$ cat config.mk
export PLATFORM = sky130hd
export DESIGN_NAME = riscv_inst_encoder
export DESIGN_NICKNAME = d
export VERILOG_FILES = /design/src/rtl/riscv_inst_encoder.sv
export SDC_FILE = /design/constraint.sdc
export NUM_CORES = 1
export LEC_CHECK = 0
export CELL_PAD_IN_SITES_DETAIL_PLACEMENT = 1
export CELL_PAD_IN_SITES_GLOBAL_PLACEMENT = 1
export CORE_MARGIN = 4
export CORE_UTILIZATION = 34
export CTS_BUF_LIST = sky130_fd_sc_hd__clkbuf_2
export DETAILED_ROUTE_END_ITERATION = 10
export PLACE_DENSITY = 0.89
export SYNTH_ARGS = -nofsm -noshare
export SYNTH_HDL_FRONTEND = slang
export SYNTH_SLANG_ARGS = --single-unit
$ cat constraint.sdc
create_clock -name clk -period 3.4 [get_ports clk]
set_clock_uncertainty 0.05 [all_clocks]
set_input_delay 0.51 -clock clk [delete_from_list [all_inputs] [get_ports clk]]
set_output_delay 0.51 -clock clk [all_outputs]
set_load 0.02 [all_outputs]
$ cat src/rtl/riscv_inst_encoder.sv
// RV32I instruction encoder: packs opcode/register/funct/immediate fields into words,
// expands LI into ADDI, LUI or LUI+ADDI, and emits through one valid/ready output register.
module riscv_inst_encoder #(
  parameter bit          CHECK_RANGE = 1'b1,
  parameter logic [31:0] NOP_INST    = 32'h0000_0013
) (
  input  logic        clk,
  input  logic        rst_n,
  input  logic        in_valid,
  output logic        in_ready,
  input  logic [2:0]  in_fmt,
  input  logic [6:0]  in_opcode,
  input  logic [4:0]  in_rd,
  input  logic [4:0]  in_rs1,
  input  logic [4:0]  in_rs2,
  input  logic [2:0]  in_funct3,
  input  logic [6:0]  in_funct7,
  input  logic [31:0] in_imm,
  output logic        out_valid,
  input  logic        out_ready,
  output logic [31:0] out_inst,
  output logic        out_last,
  output logic        out_err
);

  typedef enum logic [1:0] {IDLE = 2'd0, ONE = 2'd1, FIRST = 2'd2} state_t;

  localparam logic [6:0] OP_IMM = 7'b0010011;
  localparam logic [6:0] OP_LUI = 7'b0110111;

  state_t      state_r;
  logic        out_valid_r;
  logic        out_last_r;
  logic        out_err_r;
  logic [31:0] out_inst_r;
  logic [31:0] pend_r;

  logic [31:0] enc_word_s;
  logic [31:0] enc_second_s;
  logic [31:0] load_word_s;
  logic [19:0] li_hi_s;
  logic        enc_err_s;
  logic        enc_two_s;
  logic        accept_s;

  // True when v is representable as a two's-complement number of the given width.
  function automatic logic fits_signed(input logic [31:0] v, input int bits);
    logic [31:0] top;
    top = 32'($signed(v) >>> (bits - 1));
    return (top == 32'h0000_0000) || (top == 32'hFFFF_FFFF);
  endfunction

  function automatic logic [31:0] enc_r(input logic [6:0] f7, input logic [4:0] rs2,
                                        input logic [4:0] rs1, input logic [2:0] f3,
                                        input logic [4:0] rd, input logic [6:0] op);
    return {f7, rs2, rs1, f3, rd, op};
  endfunction

  function automatic logic [31:0] enc_i(input logic [11:0] imm, input logic [4:0] rs1,
                                        input logic [2:0] f3, input logic [4:0] rd,
                                        input logic [6:0] op);
    return {imm, rs1, f3, rd, op};
  endfunction

  function automatic logic [31:0] enc_s(input logic [11:0] imm, input logic [4:0] rs2,
                                        input logic [4:0] rs1, input logic [2:0] f3,
                                        input logic [6:0] op);
    return {imm[11:5], rs2, rs1, f3, imm[4:0], op};
  endfunction

  // off carries imm[12:1]; bit 0 of a branch offset is never encoded.
  function automatic logic [31:0] enc_b(input logic [11:0] off, input logic [4:0] rs2,
                                        input logic [4:0] rs1, input logic [2:0] f3,
                                        input logic [6:0] op);
    return {off[11], off[9:4], rs2, rs1, f3, off[3:0], off[10], op};
  endfunction

  function automatic logic [31:0] enc_u(input logic [19:0] hi, input logic [4:0] rd,
                                        input logic [6:0] op);
    return {hi, rd, op};
  endfunction

  // off carries imm[20:1].
  function automatic logic [31:0] enc_j(input logic [19:0] off, input logic [4:0] rd,
                                        input logic [6:0] op);
    return {off[19], off[9:0], off[10], off[18:11], rd, op};
  endfunction

  // Upper part of (imm + 0x800): ADDI sign-extends lo, so LUI must pre-compensate.
  assign li_hi_s = in_imm[31:12] + {19'd0, in_imm[11]};

  // Encode the request currently on the input port.
  always_comb begin
    enc_word_s   = NOP_INST;
    enc_second_s = NOP_INST;
    enc_err_s    = 1'b0;
    enc_two_s    = 1'b0;
    case (in_fmt)
      3'd0: enc_word_s = enc_r(in_funct7, in_rs2, in_rs1, in_funct3, in_rd, in_opcode);
      3'd1: begin
        enc_word_s = enc_i(in_imm[11:0], in_rs1, in_funct3, in_rd, in_opcode);
        enc_err_s  = CHECK_RANGE && !fits_signed(in_imm, 12);
      end
      3'd2: begin
        enc_word_s = enc_s(in_imm[11:0], in_rs2, in_rs1, in_funct3, in_opcode);
        enc_err_s  = CHECK_RANGE && !fits_signed(in_imm, 12);
      end
      3'd3: begin
        enc_word_s = enc_b(in_imm[12:1], in_rs2, in_rs1, in_funct3, in_opcode);
        enc_err_s  = CHECK_RANGE && (in_imm[0] || !fits_signed(in_imm, 13));
      end
      3'd4: begin
        enc_word_s = enc_u(in_imm[31:12], in_rd, in_opcode);
        enc_err_s  = CHECK_RANGE && (in_imm[11:0] != 12'h000);
      end
      3'd5: begin
        enc_word_s = enc_j(in_imm[20:1], in_rd, in_opcode);
        enc_err_s  = CHECK_RANGE && (in_imm[0] || !fits_signed(in_imm, 21));
      end
      3'd6: begin
        if (fits_signed(in_imm, 12)) begin
          enc_word_s = enc_i(in_imm[11:0], 5'd0, 3'b000, in_rd, OP_IMM);
        end else if (in_imm[11:0] == 12'h000) begin
          enc_word_s = enc_u(li_hi_s, in_rd, OP_LUI);
        end else begin
          enc_word_s   = enc_u(li_hi_s, in_rd, OP_LUI);
          enc_second_s = enc_i(in_imm[11:0], in_rd, 3'b000, in_rd, OP_IMM);
          enc_two_s    = 1'b1;
        end
      end
      default: enc_err_s = 1'b1;
    endcase
  end

  assign load_word_s = enc_err_s ? NOP_INST : enc_word_s;
  assign in_ready    = rst_n && ((state_r == IDLE) || ((state_r == ONE) && out_ready));
  assign accept_s    = in_valid && in_ready;

  // Output register and beat sequencing; a pending second LI word lives in pend_r.
  always_ff @(posedge clk) begin
    if (!rst_n) begin
      state_r     <= IDLE;
      out_valid_r <= 1'b0;
      out_inst_r  <= 32'h0000_0000;
      out_last_r  <= 1'b0;
      out_err_r   <= 1'b0;
      pend_r      <= 32'h0000_0000;
    end else begin
      case (state_r)
        IDLE, ONE: begin
          if (accept_s) begin
            out_valid_r <= 1'b1;
            out_inst_r  <= load_word_s;
            out_err_r   <= enc_err_s;
            out_last_r  <= !(enc_two_s && !enc_err_s);
            pend_r      <= enc_second_s;
            state_r     <= (enc_two_s && !enc_err_s) ? FIRST : ONE;
          end else if (out_ready) begin
            out_valid_r <= 1'b0;
            state_r     <= IDLE;
          end
        end
        FIRST: begin
          if (out_ready) begin
            out_inst_r <= pend_r;
            out_last_r <= 1'b1;
            out_err_r  <= 1'b0;
            state_r    <= ONE;
          end
        end
        default: begin
          out_valid_r <= 1'b0;
          state_r     <= IDLE;
        end
      endcase
    end
  end

  assign out_valid = out_valid_r;
  assign out_inst  = out_inst_r;
  assign out_last  = out_last_r;
  assign out_err   = out_err_r;

endmodule
Word-level counts from Yosys, hierarchy flattened
Cells that the tools add are included.
{"block": "totals", "out_inout_bits": 36, "wordCells": 78, "register_bits": 69}
{"block": "op_classes", "reduce_logical": 30, "bitwise_logic": 1, "muxes": 26, "eq_ne": 14, "n_addsub": 1}
{"operator": "$mux W32", "n": 7}
{"operator": "$pmux W32 S7", "n": 1}
{"operator": "$eq A32 B32 Y1 const B", "n": 3}
{"operator": "$logic_not A32 Y1", "n": 3}
{"operator": "$pmux W32 S2", "n": 1}
{"operator": "$add A20 B1 Y20", "n": 1}
{"operator": "$logic_not A12 Y1", "n": 1}
{"operator": "$reduce_bool A12 Y1", "n": 1}
{"operator": "$eq A3 B3 Y1 const B", "n": 3}
{"operator": "$mux W1", "n": 8}
{"operator": "$mux W2", "n": 4}
{"operator": "$eq A3 B2 Y1 const B", "n": 2}
{"operator": "$logic_or A1 B1 Y1", "n": 6}
{"operator": "$pmux W1 S2", "n": 3}
{"operator": "$reduce_and A2 Y1", "n": 3}
{"operator": "$reduce_or A2 Y1", "n": 3}
{"operator": "$logic_not A1 Y1", "n": 5}
{"operator": "$pmux W1 S5", "n": 1}
{"operator": "$logic_and A1 B1 Y1", "n": 4}
{"operator": "$ne A2 B2 Y1 const B", "n": 2}
{"operator": "$pmux W2 S2", "n": 1}
{"operator": "$eq A3 B1 Y1 const B", "n": 1}
{"operator": "$logic_not A3 Y1", "n": 1}
{"operator": "$ne A3 B3 Y1 const B", "n": 1}
{"operator": "6 further kinds", "n": 6}

Logic depth before layout (Yosys ltp)
{"block": "logic_depth", "ltp_word": 10, "mapped_depth": 11, "mapped_depth_nobuf": 9}

Least setup slack after synthesis
Ideal clock, no wire load.
{"block": "synth_timing", "path_kind": "in2reg", "from": "input port in_imm[15]", "to": "register out_inst_r[10] (netlist: out_inst[10])", "required_time_ps": 3274, "stages": 10, "n_path_buf": 3, "setup_time_ps": 76, "t_arrival_ps": 2492, "path_slack_ps": 783, "path_cell_list": "buf_2 -> or4_4 -> nor4_4 -> a22oi_2 -> a211oi_2 -> o21ai_1 -> or2_1 -> buf_2 -> buf_6 -> o22ai_1"}
{"block": "synth_via", "elab_chain_len": 8, "elab_cells_between_ends": 13, "cone_classes": "eq/ne: 2; mux: 4; reduce/logical: 7"}
{"element": "start, declared", "line_no": "18", "source": "input logic [31:0] in_imm,"}
{"element": "$eq A32 B32 Y1 or $logic_not A32 Y1 (tied branches)", "line_no": "50", "source": "return (top == 32'h0000_0000) || (top == 32'hFFFF_FFFF);"}
{"element": "$logic_or A1 B1 Y1", "line_no": "50"}
{"element": "$logic_not A1 Y1", "line_no": "110", "source": "enc_err_s = CHECK_RANGE && (in_imm[0] || !fits_signed(in_imm, 13));"}
{"element": "$logic_or A1 B1 Y1", "line_no": "110"}
{"element": "$pmux W1 S5 *", "line_no": "98", "source": "case (in_fmt)"}
{"element": "$mux W32 *", "line_no": "135", "source": "assign load_word_s = enc_err_s ? NOP_INST : enc_word_s;"}
{"element": "$mux W32 *", "line_no": "151", "source": "if (accept_s) begin"}
{"element": "$pmux W32 S2 *", "line_no": "149", "source": "case (state_r)"}
{"element": "end signal, assigned", "line_no": "153", "source": "out_inst_r <= load_word_s;"}
{"element": "end signal, assigned", "line_no": "165", "source": "out_inst_r <= pend_r;"}
{"element": "end, declared", "line_no": "35", "source": "logic [31:0] out_inst_r;"}
Mark *: on every way between the ends. The rest lies on a longest branch, timed or not. The select of a mux whose other input is x is not followed.
A chain may end at the register's enable or synchronous reset.

Worst setup path in the final report
{"block": "layout_timing", "from": "input port in_imm[12]", "to": "register out_inst_r[19] (netlist: out_inst[19])"}
{"block": "layout_via", "elab_chain_len": 8, "elab_cells_between_ends": 16, "cone_classes": "add/sub: 1; eq/ne: 2; mux: 6; reduce/logical: 7"}
{"element": "parallel branches: the longest is 5 deep, another holds $add A20 B1 Y20"}
{"element": "$mux W32 *", "line_no": "135"}
{"element": "$mux W32 *", "line_no": "151"}
{"element": "$pmux W32 S2 *", "line_no": "149"}
Every way passes the cells marked *. The select of a mux whose other input is x is not followed.

==> out/qor.log <==
qor: sta.timing.final.hold_violations 0
qor: clock_network.worst_setup_hold_path_clk_slew 300 ps
qor: global_route.global_route.overflow_total 0
qor: synth.postSynthNetCount 521
qor: placement.placement.io_buffers 106
qor: sta.timing.final.crit_share 86.3%
qor: synth.mappedNetlistArea 3390 sq um
qor: global_route.grt_resource_usage_total 23.8%
qor: worst_setup_path.worstPathBufferInverterCount 2
qor: cells_and_area.final_net_count 625
qor: worst_setup_path.critPathRequiredTime 3720 ps
qor: worst_hold_path.hold_path.class reg -> reg
qor: clock_network.holdBufCountCts 0
qor: synth.yosys-top-cells-area dfxtp_1, a21oi_1, a22oi_1
qor: cells_and_area.antenna_cells 0
qor: floorplanning.floorplan.die.height 108 microns
qor: global_route.vias_in_the_first_global_route 4208
qor: worst_setup_path.slowest_delay 570 ps
qor: worst_setup_path.setup.reg_to_reg.worst_slack 1180 ps
qor: drt.drt_first_pass_iters 5
qor: drt.route.met3.wl 825 microns
qor: power.power.ir.vdd_worst 0.139 mV
qor: floorplanning.core-area 9730 sq um
qor: clock_network.post_cts_sizing 0
qor: worst_setup_path.crit_path_cell_trace clkdlybuf4s50_1 > ha_1 > nand4_1 > nor4_2 > a22oi_2 > buf_4 > nand2_1 > nor2_1 > a221oi_1 > o22ai_1
qor: worst_setup_path.reg2reg_depth 7
qor: floorplanning.initial_utilization 34.8%
qor: drt.vias 4088
qor: clock_network.worst_skew_pair.late_latency 460 ps
qor: worst_setup_path.cp_max_fo 9
qor: placement.place_congestion 0.929
qor: global_route.number_of_antenna_violations_at_the_first_check_in_global_routing 0
qor: sta.final_hold_slack 424 ps
qor: floorplanning.pin_count 107
qor: clock_network.max_h_tree_level 2
qor: sta.final_max_slew_viol_count 0
qor: sta.rsz0062_at_grt no
qor: worst_setup_path.kind_of_cell_adding_the_most_delay_to_the_critical_path compound AO/OA/AOI/OAI gates
qor: worst_hold_path.hold_path.startpoint pend_r[30]$_SDFFE_PN0P_
qor: synth.synth.lib_cells_used.distinct 51
qor: floorplanning.number_of_placement_rows 36
qor: synth.ys_warn_count 0
qor: sta.post-route-min-period 2930 ps
qor: cells_and_area.final.fill_count 1235
qor: synth.number_of_synthesized_register_bits 55
qor: cells_and_area.final_core_util 48.6%
qor: drt.antenna_violating_nets_post_route 0
qor: worst_setup_path.setup.worst_path.class in -> reg
qor: sta.finalSetupTns 0 ps
qor: worst_setup_path.critPathLaunchType input port
qor: worst_setup_path.end_kind register
qor: sta.worst-slew-pin-transition 864 ps
qor: global_route.grt_pass1_wl 21.9 mm
qor: clock_network.cts_inserted_buffers 5
qor: power.lkg_pwr 1.74 nW
qor: run_status.outcome finished clean
qor: cells_and_area.post_route_cells_drive_above_1_share 8.33%
qor: synth.postSynth.topFlopCell dfxtp_1
qor: drt.average_detailed_routed_wire_length_per_instance 20.5 microns
qor: clock_network.cts_setup_buffers 0
qor: floorplanning.die_width 108 microns
qor: worst_setup_path.crit_path_top_delay_cell clkdlybuf4s50_1
qor: sta.max_clock_freq 341 MHz
qor: clock_network.cts_max_path_buffers 2
qor: global_route.grt_max_degree 35
qor: worst_setup_path.worst_r2r_endpoint out_inst[31]$_SDFFE_PN0P_
qor: drt.finalWirelength 14.0 mm
qor: sta.timing.slew.headroom 41.8%
qor: synth.syn_inst_count 447
qor: clock_network.cts.sinks 55
qor: placement.numPlacedInstances 677
qor: cells_and_area.layout_area_growth_over_synthesis 39.6%
qor: worst_setup_path.reg2reg_from state_r[0]$_SDFFE_PN0P_
qor: synth.synthesis.area_per_instance 7.57 sq um
qor: flow_run.drv.max_cap_violation_count 0
qor: worst_setup_path.worst-endpoint-arrival 3260 ps
qor: synth.async_reset_ff_share 0%
qor: sta.report.final.setup_viol 0
qor: drt.wirelength_met1 5.80 mm
qor: synth.synth_largest_area_cell dfxtp_1
qor: drt.detail_route.vias_per_cell 5.97
qor: clock_network.cts_root_buf clkbuf_2
qor: drt.met2_wirelength 7.03 mm
qor: synth.post_synth_edffs 0
qor: power.pwr_density_cell 304 nW/um^2
qor: drt.drtIter0Drc 357
qor: drt.route.detailed.drc 0
qor: floorplanning.design.die.area 11600 sq um
qor: clock_network.tritoncts yes
qor: placement.dp_worst_setup_slack -29.8 ps
qor: cells_and_area.finish.cell_count_without_fillers 685
qor: worst_hold_path.worstHoldPathCells 2
qor: worst_hold_path.min_delay_worst_endpoint pend_r[30]$_SDFFE_PN0P_
qor: synth.yosysTopAreaCellShare 32.5%
qor: placement.hpwlAfterDp 11.0 mm
qor: sta.setup_slack 465 ps
qor: synth.portion_of_the_post_synthesis_area_used_by_sequential_elements 32.5%
qor: drt.top_layer_used met4
[layout by cell type, fill, tap and decap left out, drive strengths merged, types with 5 or more instances in the layout]
| cell | Yosys | final |
|---|---|---|
| clkdlybuf4s50 | 0 | 106 |
| dfxtp | 55 | 55 |
| a21oi | 51 | 51 |
| nor2 | 36 | 36 |
| a22oi | 33 | 33 |
| nand2 | 32 | 32 |
| o21ai | 31 | 31 |
| buf | 6 | 29 |
| nand3 | 26 | 26 |
| o22ai | 18 | 18 |
| and3 | 17 | 17 |
| a221oi | 13 | 13 |
| xnor2 | 10 | 10 |
| xor2 | 8 | 8 |
| inv | 7 | 8 |
| nor4 | 8 | 8 |
| nor3 | 7 | 7 |
| nand4 | 6 | 6 |
| clkbuf | 32 | 5 |
[cell usage after synthesis, types with 2 or more instances]
cell type  count
nor4_1         6
a31oi_1        3
o211ai_1       3
a21o_1         3
dfxtp_1       55
nor2_1        36
buf_6          2
ha_1           3
o21ai_0       30
and3_1        17
a21oi_1       51
nor3_1         7
o211a_1        4
buf_2          3
nor2b_1        3
and2_1         3
inv_1          7
xnor2_1       10
xor2_1         8
nor3b_1        2
nand2_1       32
o22ai_1       18
nand3_1       26
clkbuf_1      32
a22oi_1       32
nand4_1        6
mux2i_1        4
o31ai_1        3
nand2b_1       3
a2bb2oi_1      2
a221oi_1      13
[worst reg2reg max path, stage by stage, from the launching register on]
cell	delay [ps]
dfxtp_1	420
nor2b_1	220
nor3_1	130
and2_1	210
a21oi_2	580
buf_4	300
a21oi_1	110
o22ai_1	150
[routing by layer]
metal,GRT usage [%],up-vias
met2,43.0,162
met1,28.6,2012
li1,-,1880
met5,0,-
met3,3.84,34
met4,7.75,0
[worst max path at each step]
stage	startpoint	to	slack, ps	cells past startpoint
after floorplan	in_imm[15]	out_inst[10]$_SDFFE_PN0P_	780	10
after global placement	in_imm[12]	out_inst[19]$_SDFFE_PN0P_	40	10
after detailed placement	in_imm[12]	out_inst[19]$_SDFFE_PN0P_	-30	10
after CTS	in_imm[12]	out_inst[19]$_SDFFE_PN0P_	520	10
after global routing	in_imm[12]	out_inst[18]$_SDFFE_PN0P_	300	10
final	in_imm[12]	out_inst[19]$_SDFFE_PN0P_	470	10
[flip-flops by register name, indices dropped and copies added (netlist names)]
| name | cells |
|---|---|
| out_inst | 32 |
| pend_r | 18 |
| state_r | 2 |
| out_err | 1 |
| out_last | 1 |
| out_valid | 1 |
[stage by stage]
step           total power [W]  cell area, sq um
6_report               0.00144              4730
5_1_grt                0.00150              4730
4_1_cts                0.00144              4730
3_5_place_dp           0.00115              4670
3_3_place_gp           0.00114              4670
2_1_floorplan         0.000912              3390
[final cells by class]
type,instances,area (sq um),area share [%]
inverters,8,30.0,0.635
well taps,133,166,3.52
multi-input cells,346,2100,44.4
flip-flops and latches,55,1100,23.3
clock inverters,3,27.5,0.582
clock buffers,5,25.0,0.530
repair buffers,135,1280,27.1
[cells by family after synthesis]
family,count (synthesis),share of synthesized area [%]
AO/OA/AOI/OAI,171,32.3
AND/OR/NAND/NOR,149,22.2
flip-flops,55,32.5
buffers and inverters,46,5.65
XOR/XNOR,18,4.66
multiplexers,5,1.52
adder cells (fa/ha/maj),3,1.11
[power breakdown]
group,internal (W),switching (W)
logic,0.000208,0.000245
clock network,0.0000577,0.000231
registers,0.000677,0.0000175
Note: power is estimated with default switching activity, not from simulation.
